`src/rtl/coord_pkg.sv`:
```
// coord_pkg: shared widths and loader state encoding for the coordinate table loader.
package coord_pkg;
  localparam int COORD_W = 16;
  localparam int CSUM_W = 8;
  typedef enum logic [2:0] {
    ST_IDLE   = 3'd0,
    ST_LOAD_X = 3'd1,
    ST_LOAD_Z = 3'd2,
    ST_CHECK  = 3'd3,
    ST_DONE   = 3'd4
  } state_e;
endpackage

```
`src/rtl/coord_dp_ram.sv`:
```
// coord_dp_ram: one write port, one registered read port (read-before-write, out-of-range reads 0).
module coord_dp_ram
  import coord_pkg::*;
#(
  parameter int DEPTH = 16,
  parameter int AW = $clog2(DEPTH)
) (
  input  logic               clk,
  input  logic               rst,
  input  logic               we_i,
  input  logic [AW-1:0]      waddr_i,
  input  logic [COORD_W-1:0] wdata_i,
  input  logic [AW-1:0]      raddr_i,
  output logic [COORD_W-1:0] rdata_o
);
  logic [COORD_W-1:0] mem_q [DEPTH];
  always_ff @(posedge clk)
    if (we_i) mem_q[waddr_i] <= wdata_i;
  always_ff @(posedge clk)
    if (rst) rdata_o <= '0;
    else rdata_o <= (int'(raddr_i) < DEPTH) ? mem_q[raddr_i] : '0;
endmodule

```
`src/rtl/coord_table_loader.sv`:
```
// coord_table_loader: byte-stream loader for the X/Z coordinate tables with registered read port.
// Optional trailing checksum byte enabled by COORD_CHECKSUM_EN.
module coord_table_loader
  import coord_pkg::*;
#(
  parameter int NUM_CHANNELS = 16,
  parameter int ADDR_WIDTH = $clog2(NUM_CHANNELS)
) (
  input  logic                  clk,
  input  logic                  rst,
  input  logic                  load_start,
  input  logic [7:0]            s_data,
  input  logic                  s_valid,
  output logic                  s_ready,
  output logic                  load_done,
  output logic                  table_valid,
  output logic                  load_err,
  input  logic [ADDR_WIDTH-1:0] addr,
  output logic [COORD_W-1:0]    x_out,
  output logic [COORD_W-1:0]    z_out
);
  localparam logic [ADDR_WIDTH:0] LAST = (ADDR_WIDTH+1)'(NUM_CHANNELS - 1);
`ifdef COORD_CHECKSUM_EN
  localparam state_e Z_NEXT = ST_CHECK;
`else
  localparam state_e Z_NEXT = ST_DONE;
`endif
  state_e state_q, state_d;
  logic [ADDR_WIDTH:0] cnt_q, cnt_d;
  logic phase_q, phase_d, tv_q, tv_d, done_q, done_d;
  logic [7:0] lo_q, lo_d;
  logic acc, wr, last;
`ifdef COORD_CHECKSUM_EN
  logic [CSUM_W-1:0] sum_q, sum_d;
  logic err_q, err_d;
  assign load_err = err_q;
`else
  assign load_err = 1'b0;
`endif
  assign s_ready = state_q inside {ST_LOAD_X, ST_LOAD_Z, ST_CHECK};
  assign acc = s_valid && s_ready && !load_start;
  assign last = cnt_q == LAST;
  assign wr = acc && phase_q && (state_q == ST_LOAD_X || state_q == ST_LOAD_Z);
  assign load_done = done_q;
  assign table_valid = tv_q;
  always_comb begin
    state_d = state_q;
    cnt_d = cnt_q;
    phase_d = phase_q;
    lo_d = lo_q;
    tv_d = tv_q;
    done_d = 1'b0;
`ifdef COORD_CHECKSUM_EN
    sum_d = sum_q;
    err_d = err_q;
`endif
    if (load_start) begin
      state_d = ST_LOAD_X;
      cnt_d = '0;
      phase_d = 1'b0;
      tv_d = 1'b0;
`ifdef COORD_CHECKSUM_EN
      sum_d = '0;
      err_d = 1'b0;
`endif
    end else if (acc) begin
`ifdef COORD_CHECKSUM_EN
      sum_d = sum_q + s_data;
      if (state_q == ST_CHECK) begin
        state_d = ST_DONE;
        done_d = 1'b1;
        tv_d = sum_d == '0;
        err_d = sum_d != '0;
      end else
`endif
      if (!phase_q) begin
        phase_d = 1'b1;
        lo_d = s_data;
      end else begin
        phase_d = 1'b0;
        cnt_d = last ? '0 : cnt_q + 1'b1;
        if (last) state_d = state_q == ST_LOAD_X ? ST_LOAD_Z : Z_NEXT;
        if (last && state_d == ST_DONE) begin
          done_d = 1'b1;
          tv_d = 1'b1;
        end
      end
    end
  end
  always_ff @(posedge clk)
    if (rst) begin
      state_q <= ST_IDLE;
      cnt_q <= '0;
      phase_q <= 1'b0;
      lo_q <= '0;
      tv_q <= 1'b0;
      done_q <= 1'b0;
`ifdef COORD_CHECKSUM_EN
      sum_q <= '0;
      err_q <= 1'b0;
`endif
    end else begin
      state_q <= state_d;
      cnt_q <= cnt_d;
      phase_q <= phase_d;
      lo_q <= lo_d;
      tv_q <= tv_d;
      done_q <= done_d;
`ifdef COORD_CHECKSUM_EN
      sum_q <= sum_d;
      err_q <= err_d;
`endif
    end
  coord_dp_ram #(.DEPTH(NUM_CHANNELS), .AW(ADDR_WIDTH)) u_x (
    .clk(clk), .rst(rst), .we_i(wr && state_q == ST_LOAD_X), .waddr_i(cnt_q[ADDR_WIDTH-1:0]),
    .wdata_i({s_data, lo_q}), .raddr_i(addr), .rdata_o(x_out)
  );
  coord_dp_ram #(.DEPTH(NUM_CHANNELS), .AW(ADDR_WIDTH)) u_z (
    .clk(clk), .rst(rst), .we_i(wr && state_q == ST_LOAD_Z), .waddr_i(cnt_q[ADDR_WIDTH-1:0]),
    .wdata_i({s_data, lo_q}), .raddr_i(addr), .rdata_o(z_out)
  );
endmodule
```
`config.mk`:
```
export PLATFORM = sky130hd
export DESIGN_NAME = coord_table_loader
export DESIGN_NICKNAME = d
export VERILOG_FILES = /design/src/rtl/coord_pkg.sv /design/src/rtl/coord_dp_ram.sv /design/src/rtl/coord_table_loader.sv
export SDC_FILE = /design/constraint.sdc
export NUM_CORES = 1
export LEC_CHECK = 0
export CAP_MARGIN = 15
export CORE_MARGIN = 2
export CORE_UTILIZATION = 55
export CTS_CLUSTER_DIAMETER = 120
export CTS_CLUSTER_SIZE = 40
export DETAILED_ROUTE_END_ITERATION = 10
export GPL_TIMING_DRIVEN = 0
export PLACE_DENSITY = 0.78
export SETUP_SLACK_MARGIN = 0.05
export SLEW_MARGIN = 20
export SYNTH_ARGS = -nofsm -noshare
export SYNTH_HDL_FRONTEND = slang
export SYNTH_SLANG_ARGS = --single-unit
```
`constraint.sdc`:
```
create_clock -name clk -period 3 [get_ports clk]
set_input_delay 0.6 -clock clk [delete_from_list [all_inputs] [get_ports clk]]
set_output_delay 0.6 -clock clk [all_outputs]
set_load 0.02 [all_outputs]
```
# ---- Word level (Yosys, flattened, before mapping)
# Memories as Yosys holds them, arrays and structs flattened. A register that Yosys moved wholly into a read port is not among the register bits.
# Cells that the tools add are included.
dict set report word_totals {
  ff_bits 19
  ramBits 512
  in_bits 16
  out_inout_bits 36
  wordCells 51
  n_memories 2
}
# name words width rd rd_ports_with_merged_regs wr line
set mem_list {}
lappend mem_list {u_x.mem_q 16 16 1 1 1 coord_dp_ram.sv:16} ;# logic [COORD_W-1:0] mem_q [DEPTH];
lappend mem_list {u_z.mem_q 16 16 1 1 1 coord_dp_ram.sv:16}
dict set report op_classes {
  n_addsub 1
  eq_ne 5
  muxes 15
  bitwise 3
  n_reduce_logical 18
}
# op count
set ops {}
lappend ops {{$mux W3} 5}
lappend ops {{$mux W1} 9}
lappend ops {{$logic_and A1 B1 Y1} 7}
lappend ops {{$eq A3 B2 Y1 const B} 2}
lappend ops {{$reduce_and A3 Y1} 2}
lappend ops {{$add A5 B1 Y5 const B} 1}
lappend ops {{$eq A5 B4 Y1 const B} 1}
lappend ops {{$mux W5} 1}
lappend ops {{$reduce_and A2 Y1} 2}
lappend ops {{$reduce_bool A2 Y1} 2}
lappend ops {{$reduce_or A4 Y1} 1}
lappend ops {{$eq A3 B1 Y1 const B} 1}
lappend ops {{$eq A3 B3 Y1 const B} 1}
lappend ops {{$not A1 Y1} 3}
lappend ops {{$reduce_bool A3 Y1} 1}
lappend ops {{$reduce_or A2 Y1} 1}
lappend ops {{$logic_not A1 Y1} 1}
lappend ops {{$logic_or A1 B1 Y1} 1}

# ---- Logic depth before layout (Yosys ltp)
# Gate-level depths: netlist (run 1).
dict set report logic_depth {
  word_depth 9
  ltp_mapped 7
  depth_no_buf 5
}

# ---- Modules after synthesis
# From an unflattened synthesis (run 1), not the netlist that was laid out.
dict set report hier_totals {
  cells_unflattened 1159
  hier_area_um2 21623.2
}
# mod instances cells_per_inst area_per_inst_um2
set modules_own_cells {}
lappend modules_own_cells {coord_dp_ram 2 539 10418.7}
lappend modules_own_cells {coord_table_loader 1 81 785.8}

# ---- Worst setup path before layout (run 1)
# No wires, ideal clock.
dict set report synth_timing {
  kind {input port to flip-flop}
  start {input load_start}
  end {memory u_z.mem_q[15][0], enable pin}
  setup_time_ns 0.430
  arrival_time_ns 2.790
  required_ns 2.570
  setup_slack_ns -0.220
  cell_stages 4
  n_path_buf 0
  cell_sequence {and3b_1 -> nand3_1 -> or2_1 -> nor4_1}
}
dict set report synth_between {
  elab_chain_cells 7
}
# element line
set synth_lines {}
lappend synth_lines {{start: declaration} coord_table_loader.sv:11} ;# input logic load_start,
lappend synth_lines {{$logic_not A1 Y1} coord_table_loader.sv:41} ;# assign acc = s_valid && s_ready && !load_start;
lappend synth_lines {{$logic_and A1 B1 Y1} coord_table_loader.sv:41}
lappend synth_lines {{$logic_and A1 B1 Y1 (2 in series)} coord_table_loader.sv:43} ;# assign wr = acc && phase_q && (state_q == ST_LOAD_X || state_q == ST_LOAD_Z);
lappend synth_lines {{$logic_and A1 B1 Y1} coord_table_loader.sv:119} ;# .clk(clk), .rst(rst), .we_i(wr && state_q == ST_LOAD_Z), .waddr_i(cnt_q[ADDR_WIDTH-1:0]),
lappend synth_lines {{$mux W1} coord_dp_ram.sv:18} ;# if (we_i) mem_q[waddr_i] <= wdata_i;
lappend synth_lines {{$mux W1 (not written as such)} coord_dp_ram.sv:18}
lappend synth_lines {{end: declaration} coord_dp_ram.sv:16}
# Every way passes these cells.

# ---- Worst setup path in the final report (run 1)
dict set report layout_timing {
  start {input s_valid}
  end {memory u_z.mem_q[6][3], enable pin}
}
dict set report layout_between {
  elab_chain_cells 7
}
# element line
set layout_lines {}
lappend layout_lines {{start: declaration} coord_table_loader.sv:13} ;# input logic s_valid,
lappend layout_lines {{$logic_and A1 B1 Y1 (2 in series)} coord_table_loader.sv:41}
lappend layout_lines {{$logic_and A1 B1 Y1 (2 in series)} coord_table_loader.sv:43}
lappend layout_lines {{$logic_and A1 B1 Y1} coord_table_loader.sv:119}
lappend layout_lines {{$mux W1} coord_dp_ram.sv:18}
lappend layout_lines {{$mux W1 (not written as such)} coord_dp_ram.sv:18}
# Every way passes these cells.

==> impl_metrics.csv, run 1 <==
group,metric,value,unit
finish,mostFrequentLayoutCell,"edfxtp_1",
cts,clock-sinks,563,
detailed_routing,wl_per_cell,26.4,um
floorplanning,die_area,40600,sq um
critical_path,worst-setup-path-type,"in -> reg",
run_status,status,"finished, final reports clean",
logic_synthesis,synth_edf_count,512,
sta,slew_viol_final,0,
pwr,combPwrFrac,0.058,
logic_synthesis,synthTopCellsByArea,"edfxtp_1 (72%), mux2i_1 (10%), dfxtp_1 (4.8%)",
placed_design,dp_hpwl,29100,um
pwr,seq_power_share,0.675,
critical_path,worst_path_largest_cell_delay,0.88,ns
global_route,grt_pass1_vias,10400,
sta,min_period,2.85,ns
pwr,ir_worst_vdd,0.346,mV
min_path,hold_path.class,"reg -> reg",
sta,slew_headroom,0.281,
pwr,clkPwrFrac,0.267,
critical_path,crit_fanout,16,
logic_synthesis,synth_top_family_by_area,"multiplexers",
detailed_routing,vias,10700,
logic_synthesis,syn_inst,1153,
detailed_routing,drt-initial-drc-count,1174,
floorplanning,dieHeight,202,um
pwr,leakage,7.60,nW
critical_path,reg2reg_to,"u_z.mem_q[6][3]$_DFFE_PP_",
min_path,worstHoldStart,"cnt_q[4]$_SDFFE_PP0N_",
global_route,antenna_found_initial,0,
cts,clkSlewWorstSetupHoldPaths,0.13,ns
pwr,net-switching-power,0.00266,W
logic_synthesis,yosys_warnings,0,
critical_path,crit_family,"simple AND/OR/NAND/NOR gates",
cts,post_cts_resized,0,
logic_synthesis,ys_ff_latch,563,
job,maxCapViolCount,0,
finish,drive_gt1_frac,0.0996,
critical_path,rr_worst_depth,4,
cts,cts_tree,"built",
pwr,p_sw_frac,0.209,
logic_synthesis,yosys.area.top_type_share,0.716,
global_route,grt_max_degree,42,
critical_path,crit_required,3.12,ns
critical_path,path_buf_inv,1,
logic_synthesis,synth-xor-area-share,0.00122,
critical_path,reg2reg_from,"phase_q$_SDFFE_PP0N_",
sta,worst_pin_slew,1.08,ns
sta,setup-violations-final,0,
pwr,p_int,0.0101,W
cts,cts-root-buf,"clkbuf_16",
finish,regArea,16400,sq um
cts,clock_latency,0.56,ns
logic_synthesis,avgSynthCellArea,18.6,sq um
cts,post_cts_buffers,0,
cts,hold_buffers,0,
logic_synthesis,ys_seq_area_frac,0.763,
sta,min_period_over_period,0.950,
placed_design,placed_area,22600,sq um
detailed_routing,routed_wl,46200,um
placed_design,gp_congestion,0.825,
floorplanning,start_util,0.557,
detailed_routing,drcViolationCount,0,
floorplanning,die_width,202,um
placed_design,port_buffers,48,
floorplanning,io_pins,52,
cts,clockBufferDepth,3,
sta,fmax,351,MHz
pwr,power_density,550,nW/um^2
critical_path,start_kind,"input pin",
critical_path,critical_path_arrival,2.97,ns
floorplanning,design.core.area,38600,sq um
critical_path,reg2reg_slack,0.34,ns
global_route,grt_overflow,0,
logic_synthesis,synth_flop_cell,"edfxtp_1",
sta,hold_viol_final,0,
logic_synthesis,synthSimpleGateAreaFrac,0.0311,
finish,nFillCells,2833,
logic_synthesis,yosysUniqueCellTypes,39,
critical_path,cp_slowest_cell,"and2_1",
detailed_routing,dr.pass1.iters,5,
logic_synthesis,synth.mux.area_fraction,0.135,
floorplanning,rows,72,
sta,clock_skew,0.0584,ns
finish,fin_cells,1753,
logic_synthesis,synth_compound_area_frac,0.0442,
min_path,worstHoldPathCells,1,
finish,multi_input_area,4620,sq um
finish,antenna_cells,0,
global_route,grtUsageTotal,0.225,
cts,numCtsBuffers,18,
placed_design,place_inst,1721,
finish,layout_common_cells,"edfxtp_1 (512), mux2i_1 (218), a22oi_1 (96), dfxtp_1 (43), clkdlybuf4s50_1 (40)",
finish,fin_area,23200,sq um
min_path,hold-path-endpoint,"cnt_q[4]$_SDFFE_PP0N_",
logic_synthesis,syn_area,21500,sq um
cts,cts-htree-levels,1,
logic_synthesis,async_reset_ff_frac,0,
finish,finalNetCount,1243,
detailed_routing,ant_nets,0,
logic_synthesis,synth.net_count,1173,
logic_synthesis,synthAdderAreaFrac,0.00233,
logic_synthesis,synth_top_area_cell,"edfxtp_1",
critical_path,endpoint_kind,"flip-flop",
finish,syn_to_final_growth,7.87,%
global_route,grt_pass1_wl,67300,um
critical_path,path_cells,"clkdlybuf4s50_1, and3b_1, nand3_1, nor2_1, and2_1",
sta,rsz0062_at_grt,"false",
detailed_routing,routed_via_density,6.10,
## synthesized netlist by cell type (4+ instances only)
library cell / count
nand2_1: 36
o21ai_1: 16
nor2_1: 25
edfxtp_1: 512
clkbuf_1: 13
nand3_1: 20
dfxtp_1: 51
buf_4: 7
buf_2: 18
mux2i_1: 218
buf_6: 16
ha_1: 4
and2_1: 31
o22ai_1: 16
mux4_2: 32
buf_8: 5
a22oi_1: 96
## cell families (layout without fill, tap and decap cells)
group                    after synthesis  in the layout
AO/OA/AOI/OAI                        135            135
XOR/XNOR                               3              3
adder cells (fa/ha/maj)                4              4
buffers and inverters                 64            146
flip-flops                           563            563
multiplexers                         250            250
other                                  1              1
AND/OR/NAND/NOR                      133            133
## sequential cells by signal, summed over array words and instances (netlist names), 3 cells and up
register and cells:
lo_q 8, u_z.mem_q 256, u_z.rdata_o 16, cnt_q 5, u_x.mem_q 256, u_x.rdata_o 16, state_q 3
## cell type report
class | instances | share of cell area
inverters | 3 | 0.000486
clock inverters | 1 | 0.00130
well taps | 518 | 0.0280
plain buffers | 61 | 0.0203
clock buffers | 31 | 0.0225
flip-flops and latches | 563 | 0.708
repair buffers | 50 | 0.0200
multi-input cells | 526 | 0.199
## through the flow
stage	power, W	TNS [ns]	worst slack, ns	hold WS (ns)	util
after floorplan	0.00918	0	0.450	0.445	-
after global placement	0.00950	-57.22	-1.13	0.458	0.586
after detailed placement	0.00951	-74.49	-0.290	0.466	0.587
after CTS	0.0128	0	0.260	0.497	0.601
after global routing	0.0130	0	0.0671	0.520	0.601
final	0.0127	0	0.149	0.500	0.601
## power by group through the flow
stage	registers [W]	logic, W	clock network, W
3_5_place_dp	0.00878	0.000735	0
4_1_cts	0.00860	0.000737	0.00342
6_report	0.00860	0.000737	0.00340
5_1_grt	0.00860	0.000773	0.00365
3_3_place_gp	0.00877	0.000724	0
2_1_floorplan	0.00880	0.000379	0
## layer usage
layer	part of all wire	up-vias	track usage
li1	-	4687	-
met1	0.42	5540	0.325
met2	0.49	409	0.373
met3	0.075	49	0.0308
met4	0.017	0	0.0423
met5	0	-	0
## worst register-to-register path, cell delays in order, from the launching register on
cell     delay, ns
dfxtp_1       0.43
and3b_1       0.29
nand3_1       0.32
nor2_1        0.29
and2_1        0.88
## worst max-delay path by stage
stage / startpoint / end / slack [ns] / cells after the start
floorplan: load_start / u_z.mem_q[15][0]$_DFFE_PP_ / 0.45 / 4
global placement: s_valid / u_z.mem_q[15][5]$_DFFE_PP_ / -1.13 / 5
detailed placement: s_valid / u_z.mem_q[2][1]$_DFFE_PP_ / -0.29 / 5
CTS: s_valid / u_z.mem_q[6][3]$_DFFE_PP_ / 0.26 / 5
global route: s_valid / u_z.mem_q[6][3]$_DFFE_PP_ / 0.07 / 5
finish: s_valid / u_z.mem_q[6][3]$_DFFE_PP_ / 0.15 / 5
No activity file was read; power rests on OpenSTA's default activity.
==> run 2, diff against run 1 <==
CORE_UTILIZATION = 57   (was 55)
DONT_BUFFER_PORTS = 1   (was unset)
SETUP_SLACK_MARGIN = 0.4   (was 0.05)
==> run 2 against run 1 <==
Effect of this change:
- global-route usage increased by 0.84 points
- total power decreased by 1.4%
- combinational power decreased by 27%
- cell count decreased by 3.1%
==> impl_metrics.csv, run 2 (synthesis results as in run 1) <==
group,metric,value,unit
run_status,status,"finished, final reports clean",
sta,holdWs,0.123,ns
placed_design,place_inst,1667,
critical_path,start_kind,"flip-flop",
placed_design,dp_hpwl,28500,um
floorplanning,dieHeight,198,um
global_route,globalRoute.busiestLayer,"met2",
detailed_routing,vias,10500,
min_path,worstHoldStart,"s_data[7]",
critical_path,crit_fanout,16,
pwr,p_sw_frac,0.203,
cts,numCtsBuffers,18,
placed_design,port_buffers,0,
floorplanning,io_pins,52,
floorplanning,die_width,198,um
critical_path,worst-setup-path-type,"reg -> reg",
detailed_routing,ant_nets,0,
global_route,grt_max_degree,42,
floorplanning,rows,71,
sta,rsz0062_at_grt,"false",
pwr,p_int,0.0100,W
global_route,grtUsageMet2,0.388,
global_route,grtUsageTotal,0.233,
pwr,seq_power_share,0.689,
cts,cts_tree,"built",
detailed_routing,routed_wl,45500,um
pwr,ir_worst_vdd,0.426,mV
sta,tns,0,ns
pwr,leakage,7.44,nW
global_route,antenna_found_initial,0,
pwr,combPwrFrac,0.043,
finish,syn_to_final_growth,5.93,%
pwr,finalPower,0.0125,W
finish,top_regs,"u_x.mem_q x256, u_z.mem_q x256",
finish,fin_util,0.608,
cts,clock_latency,0.56,ns
sta,slew_headroom,0.332,
finish,antenna_cells,0,
finish,mostFrequentLayoutCell,"edfxtp_1",
critical_path,endpoint_kind,"flip-flop",
cts,cts-htree-levels,1,
floorplanning,design.core.area,37400,sq um
sta,slew_viol_final,0,
sta,setup-violations-final,0,
global_route,met3_usage,0.0356,
sta,min_period_over_period,0.818,
cts,clockBufferDepth,3,
cts,clock-sinks,563,
finish,drive_gt1_frac,0.113,
finish,nFillCells,2580,
min_path,hold_path.class,"in -> reg",
floorplanning,start_util,0.574,
job,maxCapViolCount,0,
global_route,grt_overflow,0,
pwr,net-switching-power,0.00255,W
sta,clock_skew,0.0564,ns
global_route,grt_use_met1,0.329,
finish,finalNetCount,1196,
critical_path,crit_start,"phase_q$_SDFFE_PP0N_",
detailed_routing,dr.pass1.iters,5,
critical_path,critical_path_arrival,2.59,ns
pwr,clkPwrFrac,0.268,
floorplanning,die_area,39200,sq um
cts,cts-root-buf,"clkbuf_16",
finish,layout_common_cells,"edfxtp_1 (512), mux2i_1 (218), a22oi_1 (96), dfxtp_1 (43), nand2_1 (36)",
detailed_routing,drt-initial-drc-count,1304,
sta,worst_pin_slew,1.00,ns
sta,min_period,2.45,ns
critical_path,reg2reg_from,"phase_q$_SDFFE_PP0N_",
sta,fmax,407,MHz
pwr,power_density,552,nW/um^2
critical_path,crit_required,3.14,ns
finish,fin_cells,1699,
cts,clkSlewWorstSetupHoldPaths,0.13,ns
detailed_routing,routed_via_density,6.18,
detailed_routing,wl_per_cell,26.8,um
sta,hold_viol_final,0,
placed_design,gp_congestion,0.823,
detailed_routing,drcViolationCount,0,
global_route,grt_pass1_vias,10200,
global_route,grt_pass1_wl,65800,um
[run 2: metrics by stage]
stage,instance area (sq um),setup slack (ns)
2_1_floorplan,21500,0.450
3_3_place_gp,22100,-0.575
3_5_place_dp,22200,0.312
4_1_cts,22700,0.449
5_1_grt,22700,0.395
6_report,22700,0.545
[run 2: power groups by stage]
stage                     combinational, W  sequential (W)  clock [W]
after floorplan                   0.000379         0.00880          0
after global placement            0.000524         0.00882          0
after detailed placement          0.000533         0.00883          0
after CTS                         0.000537         0.00865    0.00338
after global routing              0.000568         0.00866    0.00360
final                             0.000537         0.00865    0.00336
[run 2: worst paths after layout]
check,end,cells past startpoint,slack [ns]
setup / recovery,u_z.mem_q[7][11]$_DFFE_PP_,4,0.55
hold / removal,u_z.mem_q[7][15]$_DFFE_PP_,0,0.12
setup reg to reg,u_z.mem_q[7][11]$_DFFE_PP_,4,0.55
hold reg to reg,cnt_q[4]$_SDFFE_PP0N_,1,0.50
[run 2: metal layers]
| layer | routed length [um] | vias to the layer above | share of wire |
|---|---|---|---|
| met4 | 988 | 0 | 0.022 |
| met5 | 0 | - | 0 |
| met1 | 18100 | 5407 | 0.40 |
| met2 | 22600 | 462 | 0.50 |
| met3 | 3800 | 52 | 0.083 |
| li1 | - | 4582 | - |
[run 2: critical path, stage by stage, from the launching register on]
cell and delay [ns]:
dfxtp_1 0.43, and3b_1 0.28, nand3_1 0.27, nor2_1 0.26, and2_1 0.79
[run 2: timing repair]
item | 4_1_cts | 5_1_grt
gates cloned | 0 | 0
buffers inserted | 0 | 0
hold buffers | 0 | 0
endpoints found under the setup margin | 32 | 256
resized for setup | 2 | 16
[run 2: layout make-up]
type	instances	area (sq um)	area share
clock buffer	31	520	0.0229
buffer	61	470	0.0207
sequential	563	16400	0.721
timing repair buffer	3	33.8	0.00148
clock inverter	1	30.0	0.00132
inverter	3	11.3	0.000495
tap	511	639	0.0281
multi-input combinational	526	4640	0.204
